[config.mk]
export PLATFORM = sky130hd
export DESIGN_NAME = instr_sequencer
export DESIGN_NICKNAME = d
export VERILOG_FILES = /design/src/rtl/instr_sequencer.sv
export SDC_FILE = /design/constraint.sdc
export NUM_CORES = 1
export LEC_CHECK = 0
export CORE_ASPECT_RATIO = 1.1
export CORE_MARGIN = 2
export CORE_UTILIZATION = 40
export CTS_BUF_LIST = sky130_fd_sc_hd__clkbuf_4 sky130_fd_sc_hd__clkbuf_8 sky130_fd_sc_hd__clkbuf_16
export CTS_CLUSTER_DIAMETER = 200
export DETAILED_ROUTE_END_ITERATION = 7
export PLACE_DENSITY = 0.75
export SETUP_SLACK_MARGIN = 0.15
export SLEW_MARGIN = 20
export SYNTH_ARGS = -nofsm -noshare
export SYNTH_HDL_FRONTEND = slang
export SYNTH_SLANG_ARGS = --single-unit
[constraint.sdc]
create_clock -name Clock -period 4.1 [get_ports Clock]
set_input_delay 0.82 -clock Clock [delete_from_list [all_inputs] [get_ports Clock]]
set_output_delay 0.82 -clock Clock [all_outputs]
set_load 0.02 [all_outputs]
[src/rtl/instr_sequencer.sv]
// Fetch/decode/execute control FSM for the XM-23 core: owns PC, runs the shared
// memory handshake for instruction fetch and LD/ST data phases, halts and faults.
module instr_sequencer #(
  parameter logic [15:0] RESET_PC    = 16'h0000,
  parameter int unsigned MEM_TIMEOUT = 255
) (
  input  logic        Clock,
  input  logic        Reset_n,
  input  logic        Run,
  input  logic        Step,
  output logic        Mem_req,
  output logic        Mem_we,
  output logic [15:0] Mem_addr,
  input  logic [15:0] Mem_rdata,
  input  logic        Mem_ack,
  output logic [15:0] Instr,
  output logic        Dec_E,
  input  logic [6:0]  OP,
  input  logic        FLT,
  output logic        Exec_start,
  input  logic        Exec_done,
  input  logic [15:0] EA,
  input  logic        Br_taken,
  input  logic [15:0] Br_target,
  output logic [15:0] Ld_data,
  output logic        Ld_valid,
  output logic [15:0] PC,
  output logic        Halted,
  output logic        Fault,
  output logic [15:0] Instr_count
);

  localparam int unsigned DW  = 16;
  localparam int unsigned OPW = 7;
  localparam int unsigned TW  = 8;

  localparam logic [OPW-1:0] OP_LD  = OPW'(33);
  localparam logic [OPW-1:0] OP_ST  = OPW'(34);
  localparam logic [OPW-1:0] OP_LDR = OPW'(39);
  localparam logic [OPW-1:0] OP_STR = OPW'(40);
  localparam logic [OPW-1:0] OP_BRK = OPW'(41);
  localparam logic [TW-1:0]  TMO_LAST = TW'(MEM_TIMEOUT - 1);

  typedef enum logic [2:0] {
    S_IDLE, S_FETCH, S_DECODE, S_DCHK, S_EXEC, S_MEM, S_HALT, S_FAULT
  } state_t;

  state_t         state_q, state_nxt;
  logic [OPW-1:0] op_q, op_nxt;
  logic [TW-1:0]  tmo_q, tmo_nxt;
  logic [DW-1:0]  pc_nxt, instr_nxt, addr_nxt, ld_data_nxt, count_nxt;
  logic           req_nxt, we_nxt, dec_e_nxt, start_nxt, ld_valid_nxt;
  logic           op_is_load, op_is_store;

  assign op_is_load  = (op_q == OP_LD) || (op_q == OP_LDR);
  assign op_is_store = (op_q == OP_ST) || (op_q == OP_STR);

  // Next-state and next-output logic; all outputs are registered from these.
  always_comb begin
    state_nxt    = state_q;
    op_nxt       = op_q;
    tmo_nxt      = '0;
    pc_nxt       = PC;
    instr_nxt    = Instr;
    addr_nxt     = Mem_addr;
    ld_data_nxt  = Ld_data;
    count_nxt    = Instr_count;
    dec_e_nxt    = 1'b0;
    start_nxt    = 1'b0;
    ld_valid_nxt = 1'b0;

    case (state_q)
      S_IDLE: begin
        if (Run || Step) state_nxt = S_FETCH;
      end
      S_FETCH: begin
        if (Mem_ack) begin
          instr_nxt = Mem_rdata;
          pc_nxt    = DW'(PC + 16'd2);
          dec_e_nxt = 1'b1;
          state_nxt = S_DECODE;
        end else if (tmo_q == TMO_LAST) begin
          state_nxt = S_FAULT;
        end else begin
          tmo_nxt = TW'(tmo_q + 8'd1);
        end
      end
      S_DECODE: state_nxt = S_DCHK;
      S_DCHK: begin
        op_nxt = OP;
        if (FLT) begin
          state_nxt = S_FAULT;
        end else if (OP == OP_BRK) begin
          count_nxt = DW'(Instr_count + 16'd1);
          state_nxt = S_HALT;
        end else begin
          start_nxt = 1'b1;
          state_nxt = S_EXEC;
        end
      end
      S_EXEC: begin
        if (Exec_done) begin
          if (op_is_load || op_is_store) begin
            addr_nxt  = EA;
            state_nxt = S_MEM;
          end else begin
            if (Br_taken) pc_nxt = Br_target;
            count_nxt = DW'(Instr_count + 16'd1);
            state_nxt = Run ? S_FETCH : S_IDLE;
          end
        end
      end
      S_MEM: begin
        if (Mem_ack) begin
          if (op_is_load) begin
            ld_data_nxt  = Mem_rdata;
            ld_valid_nxt = 1'b1;
          end
          count_nxt = DW'(Instr_count + 16'd1);
          state_nxt = Run ? S_FETCH : S_IDLE;
        end else if (tmo_q == TMO_LAST) begin
          state_nxt = S_FAULT;
        end else begin
          tmo_nxt = TW'(tmo_q + 8'd1);
        end
      end
      S_HALT: begin
        if (Step) state_nxt = S_FETCH;
      end
      S_FAULT: state_nxt = S_FAULT;
      default: state_nxt = S_IDLE;
    endcase

    // Fetch address follows the (possibly redirected) PC; EA is held through MEM.
    if (state_nxt == S_FETCH) addr_nxt = pc_nxt;
    req_nxt = (state_nxt == S_FETCH) || (state_nxt == S_MEM);
    we_nxt  = (state_nxt == S_MEM) && op_is_store;
  end

  always_ff @(posedge Clock) begin
    if (!Reset_n) begin
      state_q     <= S_IDLE;
      op_q        <= '0;
      tmo_q       <= '0;
      PC          <= RESET_PC;
      Instr       <= '0;
      Mem_addr    <= RESET_PC;
      Ld_data     <= '0;
      Instr_count <= '0;
      Mem_req     <= 1'b0;
      Mem_we      <= 1'b0;
      Dec_E       <= 1'b0;
      Exec_start  <= 1'b0;
      Ld_valid    <= 1'b0;
      Halted      <= 1'b0;
      Fault       <= 1'b0;
    end else begin
      state_q     <= state_nxt;
      op_q        <= op_nxt;
      tmo_q       <= tmo_nxt;
      PC          <= pc_nxt;
      Instr       <= instr_nxt;
      Mem_addr    <= addr_nxt;
      Ld_data     <= ld_data_nxt;
      Instr_count <= count_nxt;
      Mem_req     <= req_nxt;
      Mem_we      <= we_nxt;
      Dec_E       <= dec_e_nxt;
      Exec_start  <= start_nxt;
      Ld_valid    <= ld_valid_nxt;
      Halted      <= (state_nxt == S_HALT);
      Fault       <= (state_nxt == S_FAULT);
    end
  end

endmodule

==> reports/metrics.yaml <==
vdd_drop_max_mv: 0.256
synth-seq-cells: 105
finalHoldViolCount: 0
power.leakage_uw: 0.00252
rows: 42
drtIter0Drc: 272
vias: 4543
cts_made_buffers: 9
fin_total_pwr_uw: 2480
rr_worst_depth: 6
tns_ns: 0
synthesis.area_um2: 4850
ios: 150
syn2layout_area_growth_pct: 39.4
synth_top_area_share_pct: 43.3
root_buffer: "clkbuf_16"
synth_fa_ha_area_share_pct: 1.03
drtPass1Iterations: 5
synth-seq-area-share_pct: 43.3
maxSlewViolCount: 0
drv_cap: 0
synthTopCellsByArea: "dfxtp_1 43%, nand2_1 7.0%, a21oi_1 5.1%"
holdPathEnd: "Ld_data[0]$_SDFFE_PN0P_"
async_flop_share_pct: 0
rsz0062_at_grt: "false"
worstMarginPinSlew_ns: 0.754
synth_enable_flop_cells: 0
final_layout_size_suffix_gt1_share_pct: 7.78
die-width_um: 109
yosys.area_share.simple_pct: 25.3
dp_hpwl_um: 10000
core_um2: 11900
hp-start: "Ld_data[0]$_SDFFE_PN0P_"
syn-num-nets: 618
vias_per_cell: 5.36
fin_util_pct: 56.7
final_area_um2: 6770
yosysWarnings: 0
finClkSkew_ns: 0.00880
worstPathArrival_ns: 3.24
clockBufferDepth: 2
htreeDepth: 3
synth.distinct_cells: 71
finish.net_count: 756
drt-total-wl_um: 13500
finalCriticalPeriod_ns: 2.94
grt_usage_pct: 21.0
yosysMostFrequentCell: "dfxtp_1"
grt-ovfl-total: 0
port_buffers: 149
finalCritPeriodShare_pct: 71.8
die_area_um2: 13000
end_kind: "flip-flop"
fp.dieH_um: 120
synth_compound_area_share_pct: 14.6
r2r-start: "state_q[2]$_SDFF_PN0_"
r2r_end: "Mem_addr[0]$_SDFFE_PN0P_"
setup_slack_ns: 1.16
clkTransAtPathRegs_ns: 0.07
synth_top_family_by_area: "simple AND/OR/NAND/NOR gates"
worstPathMaxFanout: 22
clock-sinks: 105
setup_violations: 0
critPathKind: "primary input to flip-flop"
start_util_pct: 40.7
required_ns: 4.40
synth_top_area_cell: "dfxtp_1"
synthTopCellsByCount: "105 x dfxtp_1, 91 x nand2_1, 56 x nor2_1"
slew_headroom_pct: 49.6
postCtsSetupBuffers: 0
r2r_slack_ns: 1.39
grt_pass1_vias: 4495
n_antenna_cell: 0
synth_cells: 551
synth_flop_cell: "dfxtp_1"
hold_path_class: "flip-flop to flip-flop"
grt_first_pass_wirelength_um: 21700
detail-route-antenna-nets: 0
powerDensity_nw_per_um2: 367
whs_path_depth: 2
cts_tree: "done"
max_freq_ghz: 0.340
outcome: "completed"
post_cts_resized: 0
worst_setup_path_start_kind: "primary input"
syn_avg_cell_area_um2: 8.81
place_ws_ns: 0.813
synth_xor_area_share_pct: 4.51
routedWlPerCell_um: 15.9
grt_max_degree: 36
antenna_found_initial: 0
gp_congestion: 0.834
place_area_um2: 6440
muxShareOfSynthArea_pct: 7.50
hold_buffers: 0
clkLatencyLatePin_ns: 0.35
route.detailed.drc: 0
==> power by group <==
part           internal [uW]  total (uW)  switching (uW)
sequential              1060        1110            49.8
combinational            216         461             245
clock                    529         912             382
total                   1810        2480             677
==> state kept, by name (all words and copies together), names as in the netlist, 3 cells and up <==
signal,count
Instr_count,16
state_q,3
Mem_addr,16
op_q,7
PC,16
Ld_data,16
tmo_q,8
Instr,16
==> final cells by class <==
| cell class | count | area (um^2) |
|---|---|---|
| fill | 1032 | 5160 |
| multi-input combinational | 407 | 2570 |
| sequential | 105 | 2100 |
| timing repair buffer | 155 | 1540 |
| clock buffer | 12 | 267 |
| tap | 154 | 193 |
| clock inverter | 4 | 56.3 |
| inverter | 11 | 41.3 |
==> metrics by stage <==
| step | std cells | hold WS (ns) |
|---|---|---|
| global placement | 832 | 0.440 |
| floorplan | 551 | 0.441 |
| finish | 848 | 0.453 |
| detailed placement | 832 | 0.444 |
| global route | 848 | 0.481 |
| CTS | 848 | 0.454 |
==> worst max-delay path, stage by stage <==
cell and delay [ns]:
clkdlybuf4s50_1 0.68, nand4bb_4 0.37, nor4_2 0.51, xnor2_1 0.16, nor2_1 0.06, a211oi_1 0.40
mux2_4 0.22
==> how the worst max path moves through the flow <==
| stage | depth (start not counted) | to | slack, ns | from |
|---|---|---|---|---|
| 2_1_floorplan | 7 | Mem_addr[10]$_SDFFE_PN0P_ | 1.71 | Mem_ack |
| 3_3_place_gp | 7 | Mem_addr[15]$_SDFFE_PN0P_ | 0.90 | Mem_ack |
| 3_5_place_dp | 7 | Mem_addr[7]$_SDFFE_PN0P_ | 0.81 | Mem_ack |
| 4_1_cts | 7 | Mem_addr[7]$_SDFFE_PN0P_ | 1.15 | Mem_ack |
| 5_1_grt | 7 | Mem_addr[0]$_SDFFE_PN0P_ | 1.03 | Mem_ack |
| 6_report | 7 | Mem_addr[13]$_SDFFE_PN0P_ | 1.16 | Mem_ack |
==> cells by family after synthesis <==
family	count (synthesis)
buf+inv	39
fa+ha+maj	4
mux	32
compound gates	103
xor+xnor	25
simple gates	243
flops	105
==> cells in the final DEF, fill, tap and decap left out, types with 10 or more instances in the layout <==
cell type	Yosys	final
inv_1	11	10
nand3_1	20	20
mux2i_1	21	21
nand2_1	91	91
clkdlybuf4s50_1	0	149
a21oi_1	49	49
nand4_1	14	14
nor2_1	56	56
xor2_1	18	18
dfxtp_1	105	105
==> layer usage <==
| layer | part of all wire (%) | GRT usage [%] | up-vias |
|---|---|---|---|
| li1 | - | - | 2214 |
| met1 | 41 | 25.1 | 2169 |
| met2 | 51 | 37.1 | 144 |
| met3 | 6.5 | 4.51 | 16 |
| met4 | 1.6 | 6.33 | 0 |
| met5 | 0 | 0 | - |
Power figures use the tool's default switching activity.
